--- src/rtl/fft32_pkg.sv ---
// rtl/fft32_pkg.sv - shared types and width helpers for the round/saturate pipeline
// Purpose: rounding-mode encoding and the intermediate-width helper used by
//          round_sat_pipe and round_sat_lane.
// Ports:   none (package).
package fft32_pkg;

  typedef enum logic [1:0] {
    RND_TRUNC     = 2'b00,
    RND_HALF_UP   = 2'b01,
    RND_HALF_EVEN = 2'b10,
    RND_RSVD      = 2'b11
  } round_mode_e;

  // Width of the rounded intermediate: one guard bit over the input so the
  // rounding bias cannot overflow, plus room for a left shift when the
  // output has more fractional bits than the input.
  function automatic int rnd_width(input int wi, input int d);
    return wi + 1 + ((d < 0) ? -d : 0);
  endfunction

endpackage

--- src/rtl/round_sat_pipe_if.sv ---
// rtl/round_sat_pipe_if.sv - input/output beat streams of the round/saturate pipeline
// Purpose: bundles the input beat (valid/ready/data/mode) and the output beat
//          (valid/ready/data/sat) handshakes.
// Ports:   master = upstream/downstream side, slave = the pipeline.
//          WI = per-channel input width, WO = per-channel output width.
interface round_sat_pipe_if #(
  parameter int NCH = 2,
  parameter int WI  = 6,
  parameter int WO  = 11
);
  logic               in_valid;
  logic               in_ready;
  logic [NCH*WI-1:0]  in_data;
  logic [1:0]         round_mode;
  logic               out_valid;
  logic               out_ready;
  logic [NCH*WO-1:0]  out_data;
  logic [NCH-1:0]     out_sat;

  modport master (
    output in_valid, in_data, round_mode, out_ready,
    input  in_ready, out_valid, out_data, out_sat
  );

  modport slave (
    input  in_valid, in_data, round_mode, out_ready,
    output in_ready, out_valid, out_data, out_sat
  );
endinterface

--- src/rtl/round_sat_lane.sv ---
// rtl/round_sat_lane.sv - per-channel combinational round and saturate
// Purpose: round S(I1,F1) to F2 fractional bits, then clamp to S(I2,F2).
//          The two halves are separate so the parent can register between them.
// Ports:   x/mode -> rnd   : rounding half (feeds stage 1 register)
//          rnd_q  -> y/sat : saturation half (feeds stage 2 register)
module round_sat_lane
  import fft32_pkg::*;
#(
  parameter int I1 = 0,
  parameter int F1 = 5,
  parameter int I2 = 8,
  parameter int F2 = 2,
  localparam int WI = I1 + F1 + 1,
  localparam int WO = I2 + F2 + 1,
  localparam int WR = rnd_width(WI, F1 - F2)
) (
  input  logic signed [WI-1:0] x,
  input  round_mode_e          mode,
  output logic signed [WR-1:0] rnd,
  input  logic signed [WR-1:0] rnd_q,
  output logic signed [WO-1:0] y,
  output logic                 sat
);

  localparam int D  = F1 - F2;
  // DP keeps bit selects and shift amounts legal when no rounding occurs.
  localparam int DP = (D > 0) ? D : 1;
  localparam int SH = (D < 0) ? -D : 0;
  localparam int WC = ((WR > WO) ? WR : WO) + 1;

  function automatic logic signed [WR-1:0] round_fn(input logic signed [WI-1:0] v,
                                                    input round_mode_e m);
    logic signed [WR-1:0] ve;
    logic signed [WR-1:0] bias;
    ve = {{(WR-WI){v[WI-1]}}, v};
    if (D <= 0) return ve <<< SH;
    case (m)
      RND_TRUNC:     bias = '0;
      // tie goes up only when the retained LSB is odd
      RND_HALF_EVEN: bias = (WR'(1) <<< (DP-1)) - WR'(1) + WR'(v[DP]);
      default:       bias = WR'(1) <<< (DP-1);
    endcase
    return (ve + bias) >>> DP;
  endfunction

  // Returns {clamped, value}.
  function automatic logic [WO:0] sat_fn(input logic signed [WR-1:0] r);
    logic signed [WC-1:0] re;
    logic signed [WC-1:0] hi;
    logic signed [WC-1:0] lo;
    re = {{(WC-WR){r[WR-1]}}, r};
    hi = (WC'(1) <<< (WO-1)) - WC'(1);
    lo = -(WC'(1) <<< (WO-1));
    if (re > hi)      return {1'b1, hi[WO-1:0]};
    else if (re < lo) return {1'b1, lo[WO-1:0]};
    else              return {1'b0, re[WO-1:0]};
  endfunction

  logic [WO:0] sv;

  assign rnd = round_fn(x, mode);
  assign sv  = sat_fn(rnd_q);
  assign sat = sv[WO];
  assign y   = sv[WO-1:0];

endmodule

--- src/rtl/round_sat_pipe.sv ---
// rtl/round_sat_pipe.sv - two-stage round/saturate pipeline with saturation counters
// Purpose: S1 registers rounded samples, S2 registers saturated results; a
//          single stall enable moves both stages together.
// Ports:   clk, rst_n (async active-low); bus (slave stream: in_* / out_*);
//          clear_cnt clears sat_count/sat_sticky; sat_sticky per-channel OR of
//          out_sat over transfers; sat_count saturating count of sat transfers.
module round_sat_pipe
  import fft32_pkg::*;
#(
  parameter int I1    = 0,
  parameter int F1    = 5,
  parameter int I2    = 8,
  parameter int F2    = 2,
  parameter int NCH   = 2,
  parameter int CNT_W = 16
) (
  input  logic                 clk,
  input  logic                 rst_n,
  round_sat_pipe_if.slave      bus,
  input  logic                 clear_cnt,
  output logic [NCH-1:0]       sat_sticky,
  output logic [CNT_W-1:0]     sat_count
);

  localparam int WI = I1 + F1 + 1;
  localparam int WO = I2 + F2 + 1;
  localparam int WR = rnd_width(WI, F1 - F2);

  logic              en;
  logic              xfer;
  logic              v1;
  logic              v2;
  logic [NCH*WR-1:0] rnd_d;
  logic [NCH*WR-1:0] rnd_q;
  logic [NCH*WO-1:0] y_d;
  logic [NCH*WO-1:0] od_q;
  logic [NCH-1:0]    sat_d;
  logic [NCH-1:0]    os_q;

  // One global enable: the whole pipe stalls only when the output is blocked.
  assign en            = bus.out_ready || !v2;
  assign xfer          = v2 && bus.out_ready;
  assign bus.in_ready  = en;
  assign bus.out_valid = v2;
  assign bus.out_data  = od_q;
  assign bus.out_sat   = os_q;

  for (genvar c = 0; c < NCH; c++) begin : g_lane
    round_sat_lane #(.I1(I1), .F1(F1), .I2(I2), .F2(F2)) u_lane (
      .x     (bus.in_data[c*WI +: WI]),
      .mode  (round_mode_e'(bus.round_mode)),
      .rnd   (rnd_d[c*WR +: WR]),
      .rnd_q (rnd_q[c*WR +: WR]),
      .y     (y_d[c*WO +: WO]),
      .sat   (sat_d[c])
    );
  end

  always_ff @(posedge clk or negedge rst_n) begin
    if (!rst_n) begin
      v1    <= 1'b0;
      v2    <= 1'b0;
      rnd_q <= '0;
      od_q  <= '0;
      os_q  <= '0;
    end else if (en) begin
      // bubbles propagate as bubbles; data registers only load real beats
      v1 <= bus.in_valid;
      v2 <= v1;
      if (bus.in_valid) rnd_q <= rnd_d;
      if (v1) begin
        od_q <= y_d;
        os_q <= sat_d;
      end
    end
  end

  always_ff @(posedge clk or negedge rst_n) begin
    if (!rst_n) begin
      sat_count  <= '0;
      sat_sticky <= '0;
    end else if (clear_cnt) begin
      // clear wins over a transfer in the same cycle; that beat is dropped
      sat_count  <= '0;
      sat_sticky <= '0;
    end else if (xfer) begin
      sat_sticky <= sat_sticky | os_q;
      if (|os_q && (sat_count != {CNT_W{1'b1}})) sat_count <= sat_count + 1'b1;
    end
  end

endmodule
--- src/flat_wrapper.sv ---
// flat-port wrapper written by rule: the top's interface ports become plain ports
module round_sat_pipe_flat import fft32_pkg::*;
#(
  parameter int I1    = 0,
  parameter int F1    = 5,
  parameter int I2    = 8,
  parameter int F2    = 2,
  parameter int NCH   = 2,
  parameter int CNT_W = 16
)
  (clk, rst_n, clear_cnt, sat_sticky, sat_count, bus_in_valid, bus_in_data, bus_round_mode, bus_out_ready, bus_in_ready, bus_out_valid, bus_out_data, bus_out_sat);
  round_sat_pipe_if #(.NCH(NCH)) bus_i ();
  input  logic clk;
  input  logic rst_n;
  input  logic clear_cnt;
  output logic [NCH-1:0] sat_sticky;
  output logic [CNT_W-1:0] sat_count;
  input wire logic [$bits(bus_i.in_valid)-1:0] bus_in_valid;
  input wire logic [$bits(bus_i.in_data)-1:0] bus_in_data;
  input wire logic [$bits(bus_i.round_mode)-1:0] bus_round_mode;
  input wire logic [$bits(bus_i.out_ready)-1:0] bus_out_ready;
  output wire logic [$bits(bus_i.in_ready)-1:0] bus_in_ready;
  output wire logic [$bits(bus_i.out_valid)-1:0] bus_out_valid;
  output wire logic [$bits(bus_i.out_data)-1:0] bus_out_data;
  output wire logic [$bits(bus_i.out_sat)-1:0] bus_out_sat;
  assign bus_i.in_valid = bus_in_valid;
  assign bus_i.in_data = bus_in_data;
  assign bus_i.round_mode = bus_round_mode;
  assign bus_i.out_ready = bus_out_ready;
  assign bus_in_ready = bus_i.in_ready;
  assign bus_out_valid = bus_i.out_valid;
  assign bus_out_data = bus_i.out_data;
  assign bus_out_sat = bus_i.out_sat;
  round_sat_pipe #(.I1(I1), .F1(F1), .I2(I2), .F2(F2), .NCH(NCH), .CNT_W(CNT_W)) u_core (.clk(clk), .rst_n(rst_n), .bus(bus_i), .clear_cnt(clear_cnt), .sat_sticky(sat_sticky), .sat_count(sat_count));
endmodule
--- config.mk ---
export PLATFORM = sky130hd
export DESIGN_NAME = round_sat_pipe_flat
export DESIGN_NICKNAME = d
export VERILOG_FILES = /design/src/rtl/fft32_pkg.sv /design/src/rtl/round_sat_pipe_if.sv /design/src/rtl/round_sat_lane.sv /design/src/rtl/round_sat_pipe.sv /design/src/flat_wrapper.sv
export SDC_FILE = /design/constraint.sdc
export NUM_CORES = 1
export LEC_CHECK = 0
export CORE_MARGIN = 3
export CORE_UTILIZATION = 61
export CTS_BUF_LIST = sky130_fd_sc_hd__clkbuf_16
export DETAILED_ROUTE_END_ITERATION = 10
export DONT_BUFFER_PORTS = 1
export PLACE_DENSITY = 0.75
export SYNTH_ARGS = -nofsm -noshare
export SYNTH_HDL_FRONTEND = slang
export SYNTH_SLANG_ARGS = --single-unit
--- constraint.sdc ---
create_clock -name clk -period 1.3 [get_ports clk]
set_clock_uncertainty 0.15 [all_clocks]
set_input_delay 0 -clock clk [delete_from_list [all_inputs] [get_ports clk]]
set_output_delay 0 -clock clk [all_outputs]
set_load 0.03 [all_outputs]
==> results.sh, run 1 <==
export IMPL_period_needed_ns=1.243
export IMPL_grt_max_degree=39
export IMPL_antennaDiodeCount=0
export IMPL_rsz0062_at_grt="no"
export IMPL_dr_pass1_iters=4
export IMPL_vdd_ir_drop_max_mv=2.021
export IMPL_postCtsHoldBufs=13
export IMPL_yosysSeqAreaShare_pct=58.06
export IMPL_cts_root_buffer="clkbuf_16"
export IMPL_setup_viol=0
export IMPL_r2r_start="u_core.bus.out_valid"
export IMPL_num_io_pins=63
export IMPL_grt_pass1_vias=1065
export IMPL_cts_sinks=38
export IMPL_fillerInstances=157
export IMPL_synth_cell_area_um2=1638
export IMPL_timing_slew_headroom_pct=60.53
export IMPL_place_hpwl_um=1981
export IMPL_h_tree_depth=2
export IMPL_powerDensity_nw_per_um2=1937
export IMPL_min_path_type="in2reg"
export IMPL_regArea_um2=954.7
export IMPL_die_y_um=57.82
export IMPL_grt_pass1_wl_um=5133
export IMPL_status="complete, but fails checks"
export IMPL_cts_setup_buffers=0
export IMPL_path_max_fanout=10
export IMPL_synth_distinct_cells=26
export IMPL_cp_required_ns=1.31
export IMPL_leakagePower_nw=0.9232
export IMPL_vias_per_cell=5.473
export IMPL_cp_arrival_ns=1.25
export IMPL_post_place_ws_ns=-0.08756
export IMPL_timing_final_max_slew_violations=0
export IMPL_critical_path_endpoint_type="flop"
export IMPL_final_cells=184
export IMPL_drtAntennaViolNets=0
export IMPL_fin_nets=176
export IMPL_finalSetupTns_ns=0
export IMPL_core_area_um2=2522
export IMPL_grt_usage_pct=20.80
export IMPL_whs_ns=-0.1619
export IMPL_grt_overflow=0
export IMPL_postLayoutCoreUtil_pct=79.41
export IMPL_worstHoldStart="bus_in_data[9]"
export IMPL_initial_core_util_pct=64.93
export IMPL_cts_tree="done"
export IMPL_placement_io_buffers=0
export IMPL_ys_ff_latch=38
export IMPL_syn_inst=136
export IMPL_antenna_found_initial=0
export IMPL_rows=18
export IMPL_wirelength_um=3065
export IMPL_areaGrowthSynthToFinish_pct=22.31
export IMPL_wl_per_cell_um=16.66
export IMPL_dp_cells=163
export IMPL_post_route_drc_count=0
export IMPL_clk_path_buf_depth=2
export IMPL_min_period_over_period_pct=95.63
export IMPL_drive_above_1_share_pct=27.92
export IMPL_startpoint="u_core.bus.out_valid"
export IMPL_multi_input_area_um2=580.6
export IMPL_violations="negative hold slack"
export IMPL_maxCapViolCount=0
export IMPL_via_count=1007
export IMPL_die_area_um2=3343
export IMPL_worst_setup_path_type="reg2reg"
export IMPL_clkLatencyLatePin_ns=0.28
export IMPL_startpoint_type="flop"
export IMPL_yosysWarnings=0
export IMPL_die_w_um=57.82
export IMPL_worst_pin_slew_ns=0.5902
export IMPL_drtIter0Drc=50
export IMPL_fmax_mhz=804.4
export IMPL_avgSynthCellArea_um2=12.04
export IMPL_routabilityCongestion=0.7905
export IMPL_fin_ws_ns=0.05681
export IMPL_numCtsBuffers=5
export IMPL_hold_violations=4
export IMPL_cts_clk_slew_worst_paths_ns=0.05
## report_power, final
group	switching, mW	internal [mW]	leakage [nW]	total (mW)
Clock	0.431	0.698	0.0672	1.13
Combinational	0.837	0.432	0.375	1.27
Sequential	0.114	1.37	0.481	1.48
## kinds of logic (layout without fill, tap and decap cells)
kind of cell | after synthesis | in the layout | share of synthesized area [%]
muxes | 12 | 12 | 8.098
AOI/OAI and AO/OA | 23 | 23 | 8.786
adders and majority gates | 4 | 4 | 3.056
other | 1 | 2 | 0.2290
DFF | 38 | 38 | 58.06
and+or+nand+nor | 35 | 35 | 13.06
buffers and inverters | 23 | 40 | 8.708
## worst paths after layout
| path | end | slack, ns | cells after the start |
|---|---|---|---|
| setup / recovery | u_core.bus.out_data[10] | 0.06 | 3 |
| hold / removal | u_core.rnd_q[7] | -0.16 | 3 |
| setup reg to reg | u_core.bus.out_data[10] | 0.06 | 3 |
| hold reg to reg | u_core.rnd_q[7] | 0.34 | 1 |
| max in group asynchronous | u_core.bus.out_valid | 0.77 | 2 |
| min in group asynchronous | u_core.bus.out_data[13] | 0.03 | 2 |
## per-stage QoR
stage	total power, mW	area (um^2)
floorplan	2.554	1677
global placement	2.670	1720
detailed placement	2.698	1720
CTS	3.905	2002
global route	4.055	2003
finish	3.879	2003
## cell usage in the layout (no fill, tap or decap)
| master | n |
|---|---|
| inv_1 | 4 |
| mux2i_1 | 2 |
| clkinvlp_4 | 1 |
| dfrtp_2 | 3 |
| nand2_4 | 1 |
| buf_4 | 12 |
| conb_1 | 2 |
| nor2b_1 | 18 |
| o2111ai_1 | 2 |
| o2bb2ai_1 | 2 |
| ha_1 | 3 |
| or3_2 | 2 |
| clkinv_1 | 1 |
| ha_4 | 1 |
| mux2_2 | 10 |
| clkinv_2 | 1 |
| o21ai_0 | 5 |
| nand2b_4 | 1 |
| and2_2 | 1 |
| a31oi_1 | 6 |
| clkbuf_16 | 5 |
| dfrtp_1 | 35 |
| a21oi_1 | 6 |
| or3_1 | 6 |
| dlygate4sd3_1 | 12 |
| nor3b_1 | 2 |
| a21o_4 | 1 |
| inv_2 | 1 |
| nand2_1 | 4 |
| a21o_1 | 1 |
| buf_12 | 3 |
## routing by layer
layer / wire length (um) / vias up / track usage [%]
met3: 218 / 10 / 8.018
met4: 107 / 0 / 11.92
met5: 0 / - / 0
met1: 1208 / 477 / 24.89
met2: 1530 / 41 / 32.10
li1: - / 479 / -
## sequential cells by signal, indices dropped and copies added (netlist names)
register              flops
u_core.rnd_q              8
u_core.sat_count         16
u_core.sat_sticky         2
u_core.bus.out_valid      1
u_core.v1                 1
u_core.bus.out_data      10
## cells in the mapped netlist
| master | instances | area share (%) |
|---|---|---|
| o2111ai_1 | 2 | 1.1 |
| inv_1 | 4 | 0.92 |
| nor3b_1 | 2 | 0.92 |
| mux2_2 | 10 | 6.9 |
| o2bb2ai_1 | 2 | 1.1 |
| clkbuf_2 | 1 | 0.31 |
| buf_4 | 14 | 6.4 |
| nor2b_1 | 18 | 6.9 |
| nand2_2 | 1 | 0.38 |
| mux2i_1 | 2 | 1.2 |
| a31oi_1 | 6 | 2.3 |
| nand2b_1 | 1 | 0.38 |
| clkbuf_1 | 1 | 0.23 |
| nand2_1 | 4 | 0.92 |
| conb_1 | 1 | 0.23 |
| o21ai_0 | 5 | 1.5 |
| and2_1 | 1 | 0.38 |
| ha_1 | 4 | 3.1 |
| inv_2 | 1 | 0.23 |
| buf_2 | 2 | 0.61 |
| or3_2 | 2 | 0.92 |
| a21oi_1 | 6 | 1.8 |
| or3_1 | 6 | 2.3 |
| dfrtp_1 | 38 | 58 |
| a21o_1 | 1 | 0.46 |
| a21o_2 | 1 | 0.53 |
## layout make-up
class,count,area share (%)
multi-input combinational,76,28.98
timing repair buffer,27,13.49
sequential,38,47.66
clock inverter,3,0.8120
clock buffer,5,6.246
tap,30,1.874
inverter,5,0.9369
## worst max-delay path, stage by stage (launching register included)
cell and delay, ns:
dfrtp_2 0.39, nand2b_4 0.08, nand2_4 0.15, mux2_2 0.36
## timing repair
item                                    4_1_cts  5_1_grt
resized for setup                             0        1
hold endpoints to repair                     66        4
endpoints found under the setup margin        0        2
No activity file was read; power rests on OpenSTA's default activity.
==> run 2: changes to the inputs <==
Settings changed: CORE_UTILIZATION 61 to 65, PLACE_DENSITY 0.75 to 0.79.
Clock period 1.3 ns to 1.5 ns, I/O delays scaled along.
==> results.sh, run 2 (synthesized netlist as in run 1, its figures left out) <==
export IMPL_period_needed_ns=1.346
export IMPL_postCtsHoldBufs=13
export IMPL_postLayoutCoreUtil_pct=82.68
export IMPL_r2r_start="u_core.bus.out_valid"
export IMPL_grt_pass1_vias=1106
export IMPL_h_tree_depth=2
export IMPL_antenna_found_initial=0
export IMPL_maxCapViolCount=0
export IMPL_post_place_ws_ns=0.1021
export IMPL_grt_pass1_wl_um=5478
export IMPL_fmax_mhz=742.7
export IMPL_worstHoldStart="bus_in_data[9]"
export IMPL_status="complete, but fails checks"
export IMPL_clkLatencyLatePin_ns=0.27
export IMPL_cp_required_ns=1.50
export IMPL_setup_viol=0
export IMPL_whs_endpoint="u_core.rnd_q[9]"
export IMPL_critical_path_endpoint_type="flop"
export IMPL_min_period_over_period_pct=89.77
export IMPL_violations="negative hold slack"
export IMPL_reg2reg_to="u_core.rnd_q[7]"
export IMPL_timing_final_max_slew_violations=0
export IMPL_fin_nets=165
export IMPL_dr_pass1_iters=4
export IMPL_powerDensity_nw_per_um2=1783
export IMPL_wirelength_um=3236
export IMPL_grt_overflow=0
export IMPL_hold_violations=4
export IMPL_post_route_drc_count=0
export IMPL_vias_per_cell=5.971
export IMPL_hold_path_cell_count=3
export IMPL_worst_pin_slew_ns=0.5716
export IMPL_cp_arrival_ns=1.35
export IMPL_core_area_um2=2297
export IMPL_wl_per_cell_um=19.04
export IMPL_cts_sinks=38
export IMPL_via_count=1015
export IMPL_vdd_ir_drop_max_mv=1.468
export IMPL_num_io_pins=63
export IMPL_initial_core_util_pct=71.30
export IMPL_min_path_type="in2reg"
export IMPL_finalSetupTns_ns=0
export IMPL_die_y_um=56.20
export IMPL_grt_usage_pct=23.03
export IMPL_cts_clk_slew_worst_paths_ns=0.05
export IMPL_routabilityCongestion=0.8012
export IMPL_cts_resized=0
export IMPL_drtIter0Drc=29
export IMPL_dpl_cell_area_um2=1610
export IMPL_rsz0062_at_grt="no"
export IMPL_reg2reg_depth=4
export IMPL_drive_above_1_share_pct=19.72
export IMPL_final_common_cell="dfrtp_1"
export IMPL_worst_setup_path_type="reg2reg"
export IMPL_r2r_slack_ns=0.15
export IMPL_p_total_mw=3.386
export IMPL_numCtsBuffers=5
export IMPL_cts_tree="done"
export IMPL_startpoint_type="flop"
export IMPL_final_cell_area_um2=1899
export IMPL_die_w_um=56.20
export IMPL_place_hpwl_um=1995
export IMPL_largest_register_ffs=16
export IMPL_leakagePower_nw=0.8705
export IMPL_cts_root_buffer="clkbuf_16"
export IMPL_areaGrowthSynthToFinish_pct=15.97
export IMPL_drtAntennaViolNets=0
export IMPL_final_cell_mix="dfrtp_1, nor2b_1, dlygate4sd3_1"
export IMPL_fin_ws_ns=0.1535
export IMPL_clk_path_buf_depth=2
export IMPL_path_max_fanout=10
export IMPL_regMostFlops="u_core.sat_count"
export IMPL_antennaDiodeCount=0
export IMPL_placement_io_buffers=0
export IMPL_die_area_um2=3158
export IMPL_rows=17
export IMPL_whs_ns=-0.1668
export IMPL_timing_slew_headroom_pct=61.77
export IMPL_grt_max_degree=39
[run 2: report_power, final]
| group | total (mW) | switching (mW) | internal (mW) |
|---|---|---|---|
| Combinational | 0.788 | 0.532 | 0.256 |
| Clock | 1.13 | 0.366 | 0.768 |
| Sequential | 1.46 | 0.283 | 1.18 |
[run 2: what timing repair did]
action,in CTS,in global routing
setup buffers,0,0
hold endpoints to repair,65,3
endpoints found under the setup margin,0,1
[run 2: critical path, stage by stage, from the launching register on]
cell and delay, ns:
dfrtp_1 0.37, nand2b_1 0.14, buf_4 0.25, nand2_1 0.14, o2bb2ai_1 0.17
[run 2: worst max path at each step]
stage | from | endpoint | slack (ns) | depth (start not counted)
CTS | bus_round_mode[1] | u_core.rnd_q[0] | 0.07 | 6
finish | u_core.bus.out_valid | u_core.rnd_q[7] | 0.15 | 4
floorplan | u_core.bus.out_valid | u_core.bus.out_data[0] | 0.08 | 3
global placement | bus_round_mode[1] | u_core.rnd_q[7] | 0.15 | 5
global route | u_core.bus.out_valid | u_core.bus.out_data[1] | 0.09 | 3
detailed placement | bus_round_mode[1] | u_core.rnd_q[7] | 0.10 | 5
[run 2: layer usage]
layer  share of wire [%]  wire (um)  GRT usage [%]
met5                   0          0              0
met4                 3.7        119          14.24
met3                 7.0        226          9.977
met2                  51       1656          35.89
met1                  38       1234          25.81
[run 2: area by class of cell]
type	instances	area (um^2)
clock inverter	2	33.78
multi-input combinational	76	548.0
clock buffer	5	125.1
sequential	38	953.4
inverter	5	18.77
timing repair buffer	16	185.2
fill	112	397.9
tap	28	35.03
[run 2: metrics by stage]
stage,hold WS (ns),cells
final,-0.1668,170
after global routing,-0.1484,170
after CTS,-0.1747,171
after detailed placement,-0.4448,151
after global placement,-0.4449,151
after floorplan,-0.4456,137
==> run 3: changes to the inputs <==
Settings changed: BUFFER_PORTS_ARGS set to -buffer_cell sky130_fd_sc_hd__buf_2, CORE_UTILIZATION 65 to 51, DONT_BUFFER_PORTS 1 to not set, GPL_ROUTABILITY_DRIVEN set to 0, PLACE_DENSITY 0.79 to 0.81.
==> results.sh, run 3 (synthesized netlist as in run 1, its figures left out) <==
export IMPL_status="complete, no violations"
export IMPL_post_route_drc_count=0
export IMPL_min_period_over_period_pct=94.83
export IMPL_areaGrowthSynthToFinish_pct=32.93
export IMPL_maxCapViolCount=0
export IMPL_crit_buf_inv=2
export IMPL_antenna_found_initial=0
export IMPL_wirelength_um=3376
export IMPL_drtAntennaViolNets=0
export IMPL_drive_above_1_share_pct=42.50
export IMPL_setup_viol=0
export IMPL_die_area_um2=3928
export IMPL_regMostFlops="u_core.sat_count"
export IMPL_rsz0062_at_grt="no"
export IMPL_wl_per_cell_um=13.95
export IMPL_fin_nets=223
export IMPL_dr_pass1_iters=4
export IMPL_cts_root_buffer="clkbuf_16"
export IMPL_powerDensity_nw_per_um2=1606
export IMPL_cpLargestDelayFamily="buffers and inverters"
export IMPL_worst_setup_path_type="reg2out"
export IMPL_finalSetupTns_ns=0
export IMPL_grt_pass1_vias=1205
export IMPL_postLayoutCoreUtil_pct=75.06
export IMPL_path_cells="nand2b_1 > buf_4 > buf_2"
export IMPL_grt_overflow=0
export IMPL_final_cell_mix="buf_2, dfrtp_1, nor2b_1"
export IMPL_cts_clk_slew_worst_paths_ns=0.05
export IMPL_num_io_pins=63
export IMPL_whs_ns=0.002325
export IMPL_core_area_um2=2900
export IMPL_period_needed_ns=1.422
export IMPL_place_hpwl_um=2439
export IMPL_rows=19
export IMPL_hold_violations=0
export IMPL_drtIter0Drc=42
export IMPL_numCtsBuffers=5
export IMPL_cts_tree="done"
export IMPL_cp_arrival_ns=1.27
export IMPL_die_w_um=62.67
export IMPL_slowest_delay_ns=0.37
export IMPL_grt_usage_pct=18.69
export IMPL_cts_setup_buffers=0
export IMPL_multi_input_area_um2=553.0
export IMPL_vias_per_cell=5.062
export IMPL_min_path_type="in2reg"
export IMPL_leakagePower_nw=1.125
export IMPL_path_max_fanout=8
export IMPL_h_tree_depth=2
export IMPL_p_total_mw=3.496
export IMPL_final_common_cell="buf_2"
export IMPL_regArea_um2=950.9
export IMPL_placement_io_buffers=60
export IMPL_clk_path_buf_depth=2
export IMPL_startpoint_type="flop"
export IMPL_timing_final_max_slew_violations=0
export IMPL_cp_required_ns=1.35
export IMPL_die_y_um=62.67
export IMPL_fillerInstances=211
export IMPL_critical_path_endpoint_type="output pin"
export IMPL_fmax_mhz=703.0
export IMPL_largest_register_ffs=16
export IMPL_antennaDiodeCount=0
export IMPL_grt_pass1_wl_um=5637
export IMPL_via_count=1225
export IMPL_initial_core_util_pct=56.47
export IMPL_clkLatencyLatePin_ns=0.28
export IMPL_vdd_ir_drop_max_mv=0.9333
export IMPL_cts_sinks=38
export IMPL_grt_max_degree=21
export IMPL_critPathSlowestCell="dfrtp_1"
[run 3: cell count changes in the layout (fill, tap and decap cells not counted), sizes merged]
cell         change
buf             +59
dlygate4sd3      -1
[run 3: what timing repair did]
item / in CTS / in global routing
setup endpoints to repair: 0 / 10
hold buffers: 10 / 0
gates resized for setup: 0 / 1
hold endpoints to repair: 65 / 0
[run 3: per-stage QoR]
| step | instances | setup WS, ns | area [um^2] |
|---|---|---|---|
| floorplan | 137 | 0.07939 | 1642 |
| global placement | 225 | 0.02039 | 1913 |
| detailed placement | 225 | -0.05012 | 1913 |
| CTS | 242 | 0.02484 | 2172 |
| global route | 242 | 0.02149 | 2177 |
| finish | 242 | 0.07751 | 2177 |
[run 3: report_power, final]
| part | switching [mW] | total (mW) | internal, mW | leakage (nW) |
|---|---|---|---|---|
| Combinational | 0.746 | 1.09 | 0.346 | 0.563 |
| Sequential | 0.0990 | 1.28 | 1.18 | 0.484 |
| Clock | 0.359 | 1.13 | 0.767 | 0.0773 |
| Total | 1.20 | 3.50 | 2.29 | 1.12 |
[run 3: path summary, 6_finish.rpt]
path | start | endpoint | slack [ns] | cells past startpoint
setup reg to reg | u_core.bus.out_valid | u_core.bus.out_data[13] | 0.16 | 3
max in group asynchronous | rst_n | u_core.bus.out_data[20] | 0.69 | 3
min in group asynchronous | rst_n | u_core.sat_sticky[0] | 0.05 | 2
hold / removal | bus_in_data[7] | u_core.rnd_q[7] | 0.002 | 4
setup / recovery | u_core.bus.out_valid | bus_in_ready | 0.08 | 3
hold reg to reg | u_core.sat_count[10] | u_core.sat_count[10] | 0.34 | 1
[run 3: layout make-up]
cell class                 count  share of cell area [%]
tap                           42                   2.414
timing repair buffer          74                   20.34
clock inverter                 2                   1.552
inverter                       5                  0.8621
sequential                    38                   43.68
multi-input combinational     76                   25.40
clock buffer                   5                   5.747
[run 3: layer usage]
metal / global-route usage, % / part of all wire, % / vias up
met5: 0 / 0 / -
met4: 9.091 / 2.6 / 0
met3: 7.914 / 8.4 / 11
met2: 29.69 / 49 / 50
met1: 21.73 / 40 / 586
li1: - / - / 578
[run 3: worst reg2reg max path, stage by stage (launching register included)]
cell      delay [ns]
dfrtp_1         0.34
nand2b_1        0.16
nand2_4         0.20
mux2_2          0.37
